### src/rtl/edge_pkg.sv
// Shared types and constants for the Sobel edge frame sequencer.
package edge_pkg;

    // Pixel sample width on the frame-store and datapath side
    localparam int PIX_W = 8;

    // Width of the frame Width/Height fields
    localparam int DIM_W = 8;

    // Smallest frame the 3x3 kernel can process in either dimension
    localparam int MIN_DIM = 3;

    // Zero-pixel cycles needed to drain the datapath delay line after the last pixel
    localparam int DEFAULT_FLUSH_LEN = 504;

    // Sequencer states
    typedef enum logic [1:0] {
        IDLE  = 2'd0,
        READ  = 2'd1,
        FLUSH = 2'd2
    } seq_state_t;

endpackage

### src/rtl/edge_seq_counter.sv
// Raster position counter: column, row and linear frame-store address.
module edge_seq_counter
    import edge_pkg::*;
#(
    parameter int ADDR_W = 16
) (
    input  logic              Clk,
    input  logic              Reset,
    input  logic              clear,
    input  logic              enable,
    input  logic [DIM_W-1:0]  width,
    input  logic [DIM_W-1:0]  height,
    output logic [ADDR_W-1:0] addr,
    output logic              last_col,
    output logic              last_pixel
);

    localparam logic [DIM_W-1:0] DIM_ONE = DIM_W'(1);

    logic [DIM_W-1:0]  col_reg;
    logic [DIM_W-1:0]  row_reg;
    logic [ADDR_W-1:0] addr_reg;

    assign last_col   = (col_reg == (width - DIM_ONE));
    assign last_pixel = last_col && (row_reg == (height - DIM_ONE));
    assign addr       = addr_reg;

    // Step one pixel per enabled cycle; the address runs linearly and never wraps
    always_ff @(posedge Clk) begin
        if (Reset || clear) begin
            col_reg  <= '0;
            row_reg  <= '0;
            addr_reg <= '0;
        end else if (enable) begin
            addr_reg <= addr_reg + ADDR_W'(1);
            if (last_col) begin
                col_reg <= '0;
                row_reg <= row_reg + DIM_ONE;
            end else begin
                col_reg <= col_reg + DIM_ONE;
            end
        end
    end

endmodule

### src/rtl/edge_frame_sequencer.sv
// Reads one frame from a 1-cycle-latency store and streams it gap-free into the
// Sobel datapath with frame/line strobes, then flushes the datapath delay line.
module edge_frame_sequencer #(
    parameter int ADDR_W    = 16,
    parameter int FLUSH_LEN = edge_pkg::DEFAULT_FLUSH_LEN,
    parameter int MIN_DIM   = edge_pkg::MIN_DIM
) (
    input  logic                      Clk,
    input  logic                      Reset,
    input  logic                      Start,
    input  logic [edge_pkg::DIM_W-1:0] Width,
    input  logic [edge_pkg::DIM_W-1:0] Height,
    output logic                      RdEn,
    output logic [ADDR_W-1:0]         RdAddr,
    input  logic [edge_pkg::PIX_W-1:0] RdData,
    output logic [edge_pkg::PIX_W-1:0] PixelOut,
    output logic                      FrameOut,
    output logic                      LineOut,
    output logic [edge_pkg::DIM_W-1:0] WidthOut,
    output logic                      Busy,
    output logic                      Done,
    output logic                      Err
);

    localparam int DW   = edge_pkg::DIM_W;
    localparam int PW   = edge_pkg::PIX_W;
    localparam int FC_W = $clog2(FLUSH_LEN + 1);

    localparam logic [FC_W-1:0] FLUSH_LAST = FC_W'(FLUSH_LEN);
    localparam logic [DW-1:0]   MIN_DIM_V  = DW'(MIN_DIM);

    edge_pkg::seq_state_t state_reg, state_next;

    logic [DW-1:0]     width_reg;
    logic [DW-1:0]     height_reg;
    logic [FC_W-1:0]   flush_cnt_reg, flush_cnt_next;
    logic              err_reg, err_next;
    logic              done_reg, done_next;
    logic              accept;
    logic              cnt_en;
    logic              rd_en;
    logic [ADDR_W-1:0] addr;
    logic              last_col;
    logic              last_pixel;
    logic              line_start_reg;
    logic              valid_d1_reg;
    logic [1:0]        flag_pipe_reg [0:1];   // bit 1 = frame start, bit 0 = line start
    logic [PW-1:0]     pixel_reg;

    edge_seq_counter #(
        .ADDR_W (ADDR_W)
    ) u_counter (
        .Clk        (Clk),
        .Reset      (Reset),
        .clear      (accept),
        .enable     (cnt_en),
        .width      (width_reg),
        .height     (height_reg),
        .addr       (addr),
        .last_col   (last_col),
        .last_pixel (last_pixel)
    );

    assign rd_en    = (state_reg == edge_pkg::READ);
    assign RdEn     = rd_en;
    assign RdAddr   = rd_en ? addr : '0;
    assign Busy     = (state_reg != edge_pkg::IDLE);
    assign Done     = done_reg;
    assign Err      = err_reg;
    assign WidthOut = width_reg;
    assign PixelOut = pixel_reg;
    assign FrameOut = flag_pipe_reg[1][1];
    assign LineOut  = flag_pipe_reg[1][0];

    // Next-state logic: accept/reject Start, run the raster, count the flush
    always_comb begin
        state_next     = state_reg;
        flush_cnt_next = flush_cnt_reg;
        err_next       = 1'b0;
        done_next      = 1'b0;
        accept         = 1'b0;
        cnt_en         = 1'b0;
        case (state_reg)
            edge_pkg::IDLE: begin
                if (Start) begin
                    if ((Width < MIN_DIM_V) || (Height < MIN_DIM_V)) begin
                        err_next = 1'b1;
                    end else begin
                        accept     = 1'b1;
                        state_next = edge_pkg::READ;
                    end
                end
            end
            edge_pkg::READ: begin
                cnt_en         = 1'b1;
                flush_cnt_next = '0;
                if (last_pixel) begin
                    state_next = edge_pkg::FLUSH;
                end
            end
            edge_pkg::FLUSH: begin
                // The first FLUSH cycles still carry the last two pixels out of the
                // output pipeline, so counting to FLUSH_LEN lands Done FLUSH_LEN
                // cycles after the last valid PixelOut.
                if (flush_cnt_reg == FLUSH_LAST) begin
                    done_next  = 1'b1;
                    state_next = edge_pkg::IDLE;
                end else begin
                    flush_cnt_next = flush_cnt_reg + FC_W'(1);
                end
            end
            default: begin
                state_next = edge_pkg::IDLE;
            end
        endcase
    end

    // State, frame size latches, flush counter and status pulses
    always_ff @(posedge Clk) begin
        if (Reset) begin
            state_reg     <= edge_pkg::IDLE;
            width_reg     <= '0;
            height_reg    <= '0;
            flush_cnt_reg <= '0;
            err_reg       <= 1'b0;
            done_reg      <= 1'b0;
        end else begin
            state_reg     <= state_next;
            flush_cnt_reg <= flush_cnt_next;
            err_reg       <= err_next;
            done_reg      <= done_next;
            if (accept) begin
                width_reg  <= Width;
                height_reg <= Height;
            end
        end
    end

    // Marks that the next read is column 0 of a row
    always_ff @(posedge Clk) begin
        if (Reset) begin
            line_start_reg <= 1'b0;
        end else if (accept) begin
            line_start_reg <= 1'b1;
        end else if (cnt_en) begin
            line_start_reg <= last_col;
        end
    end

    // Two-stage alignment so strobes coincide with the registered store data
    always_ff @(posedge Clk) begin
        if (Reset) begin
            valid_d1_reg     <= 1'b0;
            flag_pipe_reg[0] <= '0;
            flag_pipe_reg[1] <= '0;
            pixel_reg        <= '0;
        end else begin
            valid_d1_reg     <= rd_en;
            flag_pipe_reg[0] <= {rd_en && (addr == '0), rd_en && line_start_reg};
            flag_pipe_reg[1] <= flag_pipe_reg[0];
            pixel_reg        <= valid_d1_reg ? RdData : '0;
        end
    end

endmodule

### config.mk
export PLATFORM = sky130hd
export DESIGN_NAME = edge_frame_sequencer
export DESIGN_NICKNAME = d
export VERILOG_FILES = /design/src/rtl/edge_pkg.sv /design/src/rtl/edge_seq_counter.sv /design/src/rtl/edge_frame_sequencer.sv
export SDC_FILE = /design/constraint.sdc
export NUM_CORES = 1
export LEC_CHECK = 0
export ABC_AREA = 1
export CAP_MARGIN = 20
export CORE_MARGIN = 4
export CORE_UTILIZATION = 30
export CTS_CLUSTER_DIAMETER = 200
export DETAILED_ROUTE_END_ITERATION = 8
export PLACE_DENSITY = 0.51
export SLEW_MARGIN = 20
export SYNTH_ARGS = -nofsm -noshare
export SYNTH_HDL_FRONTEND = slang
export SYNTH_SLANG_ARGS = --single-unit
### constraint.sdc
create_clock -name Clk -period 1.79 [get_ports Clk]
set_input_delay 0.2685 -clock Clk [delete_from_list [all_inputs] [get_ports Clk]]
set_output_delay 0.2685 -clock Clk [all_outputs]
set_load 0.005 [all_outputs]
Word-level counts from Yosys, hierarchy flattened:

Memories as Yosys holds them, arrays and structs flattened.
Index checks and enable logic that the tools add are counted.

* flip-flop bits (word level): 71
* input port bits: 27
* output and inout port bits: 38
* word-level logic and storage cells: 75
* memory bits (writable): 4
* memories: 1

Memories
* flag_pipe_reg: words 2, width 2, rd ports 2, clocked after memory_dff 0, wr ports 2, line edge_frame_sequencer.sv:47 `logic [1:0] flag_pipe_reg [0:1];`

* $lt $le $gt $ge: 2
* reduce and logical (&&, ||, !) cells: 16
* mux-type cells: 22
* bitwise gates (word level): 6
* add/sub/neg operators: 6
* equality and inequality tests: 10

Operator list (count)
* $pmux W9 S2: 1
* $add A16 B1 Y16 const B: 1
* $add A8 B1 Y8 const B: 2
* $eq A8 B8 Y1: 2
* $logic_not A16 Y1: 1
* $lt A8 B2 Y1 const B: 2
* $mux W16: 1
* $sub A8 B1 Y8 const B: 2
* $mux W2: 6
* $mux W1: 11
* $add A9 B1 Y9 const B: 1
* $eq A9 B9 Y1 const B: 1
* $mux W9: 1
* $mux W8: 1
* $ne A2 B2 Y1 const B: 4
* $pmux W2 S3: 1
* $reduce_bool A2 Y1: 3
* $not A1 Y1: 4
* $reduce_and A2 Y1: 2
* $reduce_and A4 Y1: 1
* $reduce_or A2 Y1: 2
* $logic_and A1 B1 Y1: 3
* $reduce_or A3 Y1: 1
* $eq A2 B1 Y1 const B: 1
* other kinds (5): 7

Longest topological paths before layout:

Gate-level depths: netlist of the first run.

* word-level depth: 6
* mapped depth: 14
* gate-level depth less buffers: 14

Hierarchy:

Synthesis of the first run repeated with hierarchy kept, for this count alone.

* cell total of the unflattened synthesis: 635
* area total of the unflattened synthesis: 4102.7 µm²

Modules (own cells, without submodules)
* edge_frame_sequencer: area an instance 2099.5 µm², times used 1, cells an instance 332, sequential area each 860.8 µm²
* edge_seq_counter: area an instance 2003.2 µm², times used 1, cells an instance 303, sequential area each 640.6 µm²

Worst setup path after synthesis of the first run:

OpenSTA, ideal clock, no wires.

* path type: register -> register
* start: reg width_reg[0] (netlist: WidthOut[0])
* end: reg u_counter.col_reg[0]
* path buffers: 0
* library setup time: 0.119 ns
* setup slack: 0.112 ns
* period minus slack after synthesis: 1.678 ns
* stages on the path, launching flop included: 12
* required time: 1.671 ns
* arrival: 1.560 ns
* path through: dfxtp_1 inv_1 ha_1 xnor2_1 nor2_1 nand3_1 nor2_1 nand2_1 inv_2 nand2_2 nand2_2 a21oi_1

* cells in the longest elaborated chain, start to end: 3

Ends and longest elaborated chain
* from (decl): line edge_frame_sequencer.sv:34 `logic [DW-1:0] width_reg;`
* from (signal assigned): line edge_frame_sequencer.sv:133 `width_reg <= Width;`
* $sub A8 B1 Y8: line edge_seq_counter.sv:24 `assign last_col = (col_reg == (width - DIM_ONE));`
* $eq A8 B8 Y1: line edge_seq_counter.sv:24
* $mux W8: line edge_seq_counter.sv:36 `if (last_col) begin`
* to (signal assigned): line edge_seq_counter.sv:40 `col_reg <= col_reg + DIM_ONE;`
* to (decl): line edge_seq_counter.sv:20 `logic [DIM_W-1:0] col_reg;`

No other way between the ends.
A chain may end at the register's enable or synchronous reset.

Worst setup path in the final report of the first run:

* start: reg state_reg[0]
* end: out RdEn

* cells in the longest elaborated chain, start to end: 1

Ends and longest elaborated chain
* from (decl): line edge_frame_sequencer.sv:32 `edge_pkg::seq_state_t state_reg, state_next;`
* from (signal assigned): line edge_frame_sequencer.sv:121 `state_reg <= edge_pkg::IDLE;`
* from (signal assigned): line edge_frame_sequencer.sv:128 `state_reg <= state_next;`
* $eq A2 B1 Y1: line edge_frame_sequencer.sv:64 `assign rd_en = (state_reg == edge_pkg::READ);`
* to (decl): line edge_frame_sequencer.sv:13 `output logic RdEn,`

No other way between the ends.

==> key figures, run 1 <==
Outcome
  – Outcome: finished clean

Clocking
  – H-tree level count: 3
  – CTS tree: yes
  – Clock slew at reported path FFs: 0.06 ns
  – Post-CTS Hold Buffers: 0
  – CTS Root Cell: clkbuf_16
  – Clock Tree Buf Depth: 2
  – Clock Latency Late Sink: 0.34 ns
  – Sinks on the clock net: 75
  – Total CTS buffers: 9

Drt
  – Routed Antenna Nets: 0
  – DRC viols: 0
  – DRT iter0 DRCs: 192
  – Per-cell routed wire length: 11.7 microns
  – Routed wire length: 9850 microns
  – Vias: 3803
  – TritonRoute pass-1 iters: 4
  – Vias per cell: 4.52

Power and ir drop
  – Leak: 2.22 nW
  – Pwr Total: 4.65 mW
  – Power per cell area: 853 mW/mm^2
  – Max VDD drop: 0.403 mV

Synthesis
  – Syn Inst Count: 559
  – Synth area leader: dfxtp_1
  – Synth Warn #: 0
  – Net Count, Synth: 594
  – Post-synth top area share: 38.7%
  – FF+latch count, synth: 75
  – Synth async-reset ratio: 0%
  – Synth unique cells: 33
  – Mapped cell area: 0.00388 sq mm
  – Seq/Total Area, Yosys: 38.7%
  – Syn avg cell area: 6.94 sq um
  – Top FF cell, synth: dfxtp_1
  – Synth area leaders: dfxtp_1, nand2_1, nor2_1
  – Number of synthesized flops with an enable pin: 0

Finish
  – Post-route insts no fill: 841
  – Most frequent cells in the layout: nand2_1, inv_1, nor2_1
  – FF/Latch Area: 0.00151 sq mm
  – Area Growth Syn to Fin: 40.6%
  – Layout cells sized above 1: 17.3%
  – Final #Nets: 699
  – Multi-input logic area: 0.00212 sq mm
  – Cell area after layout: 0.00545 sq mm
  – ANT cells: 0
  – # fillers: 1316
  – Final core utilization: 43.2%
  – Most common cell after layout, fill and taps aside: nand2_1
  – Max reg flops: 16

Placed design
  – PortBufs: 64
  – Dpl ws: -0.0353 ns
  – GP Congestion: 0.820
  – Post-placement cell count: 816
  – DPL Wire Length: 7550 microns
  – Area of placed instances: 0.00493 sq mm

STA
  – Worst Tran Pin Value: 0.310 ns
  – Skew final: 0.00667 ns
  – F_max: 583 MHz
  – RSZ-0062 raised after global routing: true
  – Final hold vios: 0
  – Tcrit/Tclk final: 95.8%
  – Slew Limit Fails: 0
  – Endpoints failing setup: 0
  – Fin crit period: 1.71 ns
  – Slew HR: 79.3%
  – Worst setup margin: 0.0750 ns

Global route
  – Global Route Usage Sum: 13.9%
  – Largest net degree at the start of global routing: 21
  – First-pass GRT wire length: 16600 microns
  – Vias in the first global route: 3646
  – GR Overflow Total: 0
  – Initial antenna violation count: 0

Worst setup path
  – Max FO, Critical Path: 4
  – CP required: 1.52 ns
  – Crit path kind: reg2out
  – Crit. End Element: primary output
  – Startpoint Class: register
  – Worst EP arrival: 1.45 ns

Flow run
  – Max cap viols: 0

Die
  – Die H: 122 microns
  – I/O pins: 65
  – Num rows: 41
  – Starting density of the core: 30.7%
  – Die area: 0.0148 sq mm
  – Die width: 122 microns
  – Total core area: 0.0126 sq mm

Worst hold path
  – Worst Hold Class: reg2reg
worst paths after layout:
check | startpoint | end | slack [ns] | cells past startpoint
worst max-delay path | state_reg[0] | RdEn | 0.08 | 7
worst min-delay path | flag_pipe_reg[0][0] | flag_pipe_reg[0][2] | 0.41 | 2
worst max register to register | state_reg[0] | u_counter.addr[14] | 0.10 | 12
worst min register to register | flag_pipe_reg[0][0] | flag_pipe_reg[0][2] | 0.41 | 2
kinds of logic (layout without fill, tap and decap cells):
| kind of cell | after synthesis | in the layout | synth area share [%] |
|---|---|---|---|
| and+or+nand+nor | 279 | 279 | 32.7 |
| adders and majority gates | 8 | 8 | 2.58 |
| AOI/OAI and AO/OA | 74 | 74 | 10.3 |
| xor gates and xnor gates | 26 | 26 | 5.87 |
| DFF | 75 | 75 | 38.7 |
| buffers and inverters | 97 | 207 | 9.84 |
critical path, cell delays in order, from the launching register on:
cell,delay [ns]
dfxtp_2,0.33
inv_2,0.07
nor2_4,0.04
buf_12,0.12
buf_6,0.12
buf_6,0.10
buf_4,0.14
clkdlybuf4s15_1,0.20
cells in the mapped netlist (8+ instances only):
master / instances
nand2_1: 107
nand4_1: 21
ha_1: 8
o21ai_0: 29
inv_1: 80
xor2_1: 19
a21oi_1: 37
nand3_1: 38
clkbuf_1: 9
nor2_1: 84
dfxtp_1: 75
routing by layer:
layer	up-vias	GRT usage [%]	wire (microns)
li1	2005	-	-
met1	1737	17.9	4540
met2	47	23.1	4860
met3	14	1.86	218
met4	0	6.51	225
met5	-	0	0
cell type report:
type,count,share of cell area (%)
flip-flops and latches,75,27.7
repair buffers,106,17.8
clock inverters,6,1.33
multi-input cells,387,38.8
well taps,172,3.95
repair inverters,1,0.115
clock buffers,10,4.38
inverters,84,5.92
power by group:
group	switching [mW]	internal [mW]
sequential	0.0636	1.74
combinational	0.528	0.447
clock	0.739	1.13
total	1.33	3.32
what timing repair did:
action,in CTS,in global routing
endpoints found under the setup margin,25,28
pin swaps,1,13
resized for setup,30,36
cloned,1,0
buffers inserted,4,4
per-stage QoR:
stage	hold slack, ns	TNS [ns]
floorplan	0.381	0
global placement	0.401	-0.0164
detailed placement	0.401	-0.0957
CTS	0.410	0
global route	0.452	-0.0204
finish	0.406	0
Power figures use the tool's default switching activity.
==> run 2: changes to the inputs <==
==> constraint.sdc (replaced) <==
create_clock -name Clk -period 2.2 [get_ports Clk]
set_input_delay 0.33 -clock Clk [delete_from_list [all_inputs] [get_ports Clk]]
set_output_delay 0.33 -clock Clk [all_outputs]
set_load 0.005 [all_outputs]
==> run 2 against run 1 <==
Against the previous run:
- sequential power fell by 18%
- final area decreased by 7.5%
- hold slack improved by 0.0036 ns
- core utilization decreased by 3.2 points
- non-clock buffer count is 35 lower
- routed wire length shrank 0.53%
- sequential cell count stayed put
- clock power shrank 18%
- worst setup slack better by 0.063 ns
- die area stayed put
- largest power group unchanged
==> key figures, run 2 (synthesized netlist as in run 1, its figures left out) <==
Die
  – Starting density of the core: 30.7% (unchanged)
  – Die H: 122 microns (unchanged)
  – Num rows: 41 (unchanged)
  – Total core area: 0.0126 sq mm (unchanged)
  – Die width: 122 microns (unchanged)
  – Die area: 0.0148 sq mm (unchanged)
  – I/O pins: 65 (unchanged)

Finish
  – Final #Nets: 663 (was 699)
  – Final core utilization: 40.0% (was 43.2%)
  – Most common cell after layout, fill and taps aside: nand2_1 (unchanged)
  – Area Growth Syn to Fin: 30.1% (was 40.6%)
  – ANT cells: 0 (unchanged)
  – Max reg flops: 16 (unchanged)
  – Most frequent cells in the layout: nand2_1, nor2_1, inv_1 (was nand2_1, inv_1, nor2_1)
  – Layout cells sized above 1: 7.74% (was 17.3%)

Global route
  – Global Route Usage Sum: 14.0% (was 13.9%)
  – Initial antenna violation count: 0 (unchanged)
  – Largest net degree at the start of global routing: 35 (was 21)
  – Vias in the first global route: 3665 (was 3646)
  – First-pass GRT wire length: 16800 microns (was 16600 microns)
  – GR Overflow Total: 0 (unchanged)

STA
  – Endpoints failing setup: 0 (unchanged)
  – Skew final: 0.00772 ns (was 0.00667 ns)
  – Fin crit period: 2.06 ns
  – Setup TNS: 0 ns (unchanged)
  – Tcrit/Tclk final: 93.7%
  – Final hold vios: 0 (unchanged)
  – Slew HR: 75.3% (was 79.3%)
  – RSZ-0062 raised after global routing: true (unchanged)
  – Slew Limit Fails: 0 (unchanged)
  – Worst Tran Pin Value: 0.369 ns (was 0.310 ns)
  – F_max: 485 MHz

Power and ir drop
  – Switching part of the total: 29.3% (was 28.6%)
  – Clock power share: 42.3% (was 40.2%)
  – Internal Power: 2.57 mW (was 3.32 mW)
  – Power per cell area: 721 mW/mm^2 (was 853 mW/mm^2)
  – Leak: 1.94 nW (was 2.22 nW)
  – Comb pwr share: 17.4% (was 21.0%)
  – Reg power frac: 40.3% (was 38.8%)
  – Net Switching: 1.07 mW (was 1.33 mW)
  – Max VDD drop: 0.409 mV (was 0.403 mV)

Drt
  – Per-cell routed wire length: 12.2 microns (was 11.7 microns)
  – DRT iter0 DRCs: 123 (was 192)
  – Routed wire length: 9800 microns (was 9850 microns)
  – TritonRoute pass-1 iters: 4 (unchanged)
  – Vias per cell: 4.56 (was 4.52)
  – DRC viols: 0 (unchanged)
  – Routed Antenna Nets: 0 (unchanged)
  – Vias: 3669 (was 3803)

Placed design
  – GP Congestion: 0.833 (was 0.820)
  – PortBufs: 64 (unchanged)
  – DPL Wire Length: 7470 microns (was 7550 microns)

Clocking
  – CTS tree: yes (unchanged)
  – Total CTS buffers: 9 (unchanged)
  – CTS Root Cell: clkbuf_16 (unchanged)
  – Clock slew at reported path FFs: 0.06 ns (about the same)
  – H-tree level count: 3 (unchanged)
  – Sinks on the clock net: 75 (unchanged)
  – Clock Latency Late Sink: 0.34 ns (about the same)
  – Setup Buffers After CTS: 0 (was 4)
  – Clock Tree Buf Depth: 2 (unchanged)

Worst setup path
  – CP max stage delay: 0.49 ns (was 0.33 ns)
  – Startpoint Class: register (unchanged)
  – Max FO, Critical Path: 7 (was 4)
  – Slowest cell on crit path: clkdlybuf4s50_1 (was dfxtp_2)
  – Crit path cell chain: inv_1, nor2_4, buf_6, nand2_2, inv_2, clkdlybuf4s50_1 (was inv_2, nor2_4, buf_12, buf_6, buf_6, buf_4, clkdlybuf4s15_1)
  – Crit. End Element: primary output (unchanged)
  – Crit path kind: reg2out (unchanged)
  – CP required: 1.87 ns (was 1.52 ns)
  – Worst EP arrival: 1.73 ns (was 1.45 ns)

Flow run
  – Max cap viols: 0 (unchanged)

Outcome
  – Outcome: finished clean (unchanged)

Worst hold path
  – Worst Hold Class: reg2reg (unchanged)
run 2: what timing repair did:
action                                  CTS  global route
gates cloned                              0             0
hold buffers                              0             0
endpoints found under the setup margin   11            16
gates resized for setup                   1             4
run 2: cell type report:
class	count	area [sq um]
Multi-Input combinational cell	387	2000
Clock inverter	7	85.1
Clock buffer	9	225
Inverter	84	320
Timing Repair Buffer	71	697
Fill cell	1321	7580
Sequential cell	75	1500
Tap cell	172	215
run 2: per-layer routing:
| layer | up-vias | global-route usage (%) | share of wire [%] |
|---|---|---|---|
| met1 | 1676 | 17.9 | 48 |
| met3 | 16 | 2.97 | 2.5 |
| met4 | 0 | 5.81 | 2.2 |
| met2 | 52 | 22.9 | 47 |
| li1 | 1925 | - | - |
| met5 | - | 0 | 0 |
run 2: power by group through the flow:
stage / logic (mW) / registers, mW / clock network (mW)
floorplan: 0.411 / 1.48 / 0
global placement: 0.626 / 1.50 / 0
detailed placement: 0.629 / 1.50 / 0
CTS: 0.634 / 1.47 / 1.58
global route: 0.723 / 1.48 / 1.64
finish: 0.634 / 1.47 / 1.54
run 2: path summary, 6_finish.rpt:
kind,startpoint,endpoint,slack (ns),cells after the start
max,state_reg[0],RdAddr[0],0.14,6
min reg2reg,flag_pipe_reg[0][0],flag_pipe_reg[0][2],0.41,2
min,flag_pipe_reg[0][0],flag_pipe_reg[0][2],0.41,2
max reg2reg,WidthOut[0],u_counter.row_reg[4],0.29,11
run 2: critical path: cells and delay by family, from the launching register on:
family,cells,cell delay [ns]
buffers and inverters,4,0.80
flip-flops,1,0.33
AND/OR/NAND/NOR,2,0.27
run 2: metrics by stage:
| step | hold slack (ns) | instances | instance area (sq um) | total power [mW] | worst slack [ns] |
|---|---|---|---|---|---|
| final | 0.409 | 805 | 5040 | 3.64 | 0.138 |
| after global routing | 0.432 | 805 | 5040 | 3.84 | 0.000394 |
| after CTS | 0.420 | 805 | 5030 | 3.68 | 0.0154 |
| after detailed placement | 0.412 | 789 | 4720 | 2.12 | 0.198 |
| after global placement | 0.413 | 789 | 4720 | 2.12 | 0.201 |
| after floorplan | 0.388 | 559 | 3880 | 1.90 | 0.522 |
==> run 3: changes to the inputs <==
--- a/config.mk
+++ b/config.mk
@@ -9,9 +9,10 @@
 export CAP_MARGIN = 20
 export CORE_MARGIN = 4
 export CORE_UTILIZATION = 30
-export CTS_CLUSTER_DIAMETER = 200
+export CTS_CLUSTER_DIAMETER = 100
+export CTS_CLUSTER_SIZE = 10
 export DETAILED_ROUTE_END_ITERATION = 8
-export PLACE_DENSITY = 0.51
+export PLACE_DENSITY = 0.54
 export SLEW_MARGIN = 20
 export SYNTH_ARGS = -nofsm -noshare
 export SYNTH_HDL_FRONTEND = slang
==> run 3 against run 2 <==
Against the previous run:
- worst setup slack better by 0.041 ns
- via count is 0.27% higher
- critical path depth shrank 1
- sequential cell count unchanged
- hold slack improved by 0.012 ns
- final area barely moved
- count of clock-buffer cells in the layout is the same
- clock skew shrank 0.0010 ns
- critical endpoint is now RdAddr[3]
- largest power group unchanged
- highest routed layer unchanged
==> key figures, run 3 (synthesized netlist as in run 1, its figures left out) <==
Die
  – Die width: 122 microns (unchanged)
  – Die H: 122 microns (unchanged)
  – Starting density of the core: 30.7% (unchanged)
  – Total core area: 0.0126 sq mm (unchanged)
  – Num rows: 41 (unchanged)
  – Die area: 0.0148 sq mm (unchanged)
  – I/O pins: 65 (unchanged)

Clocking
  – CTS tree: yes (unchanged)
  – Clock Tree Buf Depth: 2 (unchanged)
  – Post-CTS Hold Buffers: 0 (unchanged)
  – Setup Buffers After CTS: 0 (unchanged)
  – CTS Root Cell: clkbuf_16 (unchanged)
  – Total CTS buffers: 9 (unchanged)
  – H-tree level count: 3 (unchanged)
  – Clock slew at reported path FFs: 0.06 ns (about the same)
  – Sinks on the clock net: 75 (unchanged)
  – Clock Latency Late Sink: 0.34 ns (about the same)
  – Number of gates resized after cts: 0 (was 1)

STA
  – Fin crit period: 2.02 ns (was 2.06 ns)
  – F_max: 495 MHz (was 485 MHz)
  – RSZ-0062 raised after global routing: false (was true)
  – Tcrit/Tclk final: 91.9% (was 93.7%)
  – Slew Limit Fails: 0 (unchanged)
  – Slew HR: 73.2% (was 75.3%)
  – Endpoints failing setup: 0 (unchanged)
  – Setup TNS: 0 ns (unchanged)
  – Worst Tran Pin Value: 0.401 ns (was 0.369 ns)
  – Final hold vios: 0 (unchanged)
  – Skew final: 0.00671 ns (was 0.00772 ns)

Worst setup path
  – Slowest cell on crit path: clkdlybuf4s50_1 (unchanged)
  – Startpoint Class: register (unchanged)
  – CP max stage delay: 0.52 ns (was 0.49 ns)
  – CP required: 1.87 ns (about the same)
  – Crit path cell chain: inv_1, nor2_4, inv_4, nor2_1, clkdlybuf4s50_1 (was inv_1, nor2_4, buf_6, nand2_2, inv_2, clkdlybuf4s50_1)
  – Crit. End Element: primary output (unchanged)
  – Crit path kind: reg2out (unchanged)
  – Worst EP arrival: 1.69 ns (was 1.73 ns)
  – Max FO, Critical Path: 18 (was 7)

Finish
  – Multi-input logic area: 0.00200 sq mm (unchanged)
  – ANT cells: 0 (unchanged)
  – Max reg flops: 16 (unchanged)
  – Most frequent cells in the layout: nand2_1, nor2_1, inv_1 (unchanged)
  – Most common cell after layout, fill and taps aside: nand2_1 (unchanged)
  – # fillers: 1376 (was 1321)
  – Area Growth Syn to Fin: 30.1% (about the same)
  – Layout cells sized above 1: 7.58% (was 7.74%)
  – Final #Nets: 663 (unchanged)
  – FF/Latch Area: 0.00150 sq mm (unchanged)
  – Cell area after layout: 0.00504 sq mm (about the same)
  – Post-route insts no fill: 805 (unchanged)

Placed design
  – Post-placement cell count: 789 (unchanged)
  – GP Congestion: 0.869 (was 0.833)
  – PortBufs: 64 (unchanged)
  – DPL Wire Length: 7600 microns (was 7470 microns)
  – Area of placed instances: 0.00472 sq mm (unchanged)

Power and ir drop
  – Comb pwr share: 17.3% (was 17.4%)
  – Reg power frac: 39.8% (was 40.3%)
  – Clock power share: 42.9% (was 42.3%)
  – Power per cell area: 729 mW/mm^2 (was 721 mW/mm^2)
  – Switching part of the total: 27.7% (was 29.3%)
  – Leak: 1.95 nW (was 1.94 nW)
  – Internal Power: 2.66 mW (was 2.57 mW)
  – Net Switching: 1.02 mW (was 1.07 mW)
  – Max VDD drop: 0.313 mV (was 0.409 mV)

Worst hold path
  – Worst Hold Class: reg2reg (unchanged)

Global route
  – Initial antenna violation count: 0 (unchanged)
  – Most Used Layer, Global Route: met2 (unchanged)
  – Grt met3 use: 2.65% (was 2.97%)
  – GR Overflow Total: 0 (unchanged)
  – Global Route Usage Sum: 13.9% (was 14.0%)
  – First-pass GRT wire length: 16500 microns (was 16800 microns)
  – Met1 Use GR: 17.1% (was 17.9%)
  – Largest net degree at the start of global routing: 35 (unchanged)
  – Vias in the first global route: 3540 (was 3665)
  – GRT met2 Usage: 23.8% (was 22.9%)

Outcome
  – Outcome: finished clean (unchanged)

Drt
  – Per-cell routed wire length: 12.3 microns (was 12.2 microns)
  – TritonRoute pass-1 iters: 4 (unchanged)
  – Routed Antenna Nets: 0 (unchanged)
  – Routed wire length: 9940 microns (was 9800 microns)
  – Vias per cell: 4.57 (was 4.56)
  – DRC viols: 0 (unchanged)
  – DRT iter0 DRCs: 159 (was 123)
  – Vias: 3679 (was 3669)

Flow run
  – Max cap viols: 0 (unchanged)
==> run 3: cell count changes in the layout (fill, tap and decap cells not counted) <==
cell	delta
buf_4	+1
buf_6	-1
bufinv_16	+1
clkinv_2	+3
clkinv_4	-1
inv_1	+1
inv_2	-1
inv_4	+1
inv_6	-3
inv_8	-1
==> run 3: metrics by stage <==
step	worst slack (ns)	util [%]	total power [mW]	hold slack, ns
3_3_place_gp	0.218	37.4	2.12	0.425
4_1_cts	0.0514	39.9	3.72	0.431
2_1_floorplan	0.522	-	1.90	0.388
6_report	0.179	40.0	3.68	0.422
5_1_grt	0.0720	40.0	3.88	0.447
3_5_place_dp	0.222	37.4	2.12	0.425
==> run 3: critical path: cells and delay by family, from the launching register on <==
| family | cells | cell delay (ns) |
|---|---|---|
| buf+inv | 3 | 0.71 |
| flops | 1 | 0.33 |
| simple gates | 2 | 0.30 |
==> run 3: layout make-up <==
| cell class | instances | area share [%] |
|---|---|---|
| Inverter | 84 | 6.30 |
| Sequential cell | 75 | 29.8 |
| Clock inverter | 7 | 1.84 |
| Timing Repair Buffer | 71 | 13.7 |
| Tap cell | 172 | 4.27 |
| Clock buffer | 9 | 4.46 |
| Multi-Input combinational cell | 387 | 39.6 |
==> run 3: power groups by stage <==
stage	sequential, mW	clock [mW]	combinational (mW)
2_1_floorplan	1.48	0	0.411
3_3_place_gp	1.50	0	0.622
3_5_place_dp	1.50	0	0.628
4_1_cts	1.46	1.62	0.636
5_1_grt	1.47	1.69	0.720
6_report	1.46	1.58	0.635
==> run 3: routing by layer <==
layer,part of all wire [%],vias up
li1,-,1925
met3,3.0,13
met2,49,44
met1,46,1697
met4,2.0,0
met5,0,-
==> run 3: final timing paths <==
path	startpoint	to	slack, ns	depth (start not counted)
min	flag_pipe_reg[0][0]	flag_pipe_reg[0][2]	0.42	2
max	state_reg[0]	RdAddr[3]	0.18	5
min reg2reg	flag_pipe_reg[0][0]	flag_pipe_reg[0][2]	0.42	2
max reg2reg	WidthOut[0]	u_counter.col_reg[0]	0.35	11
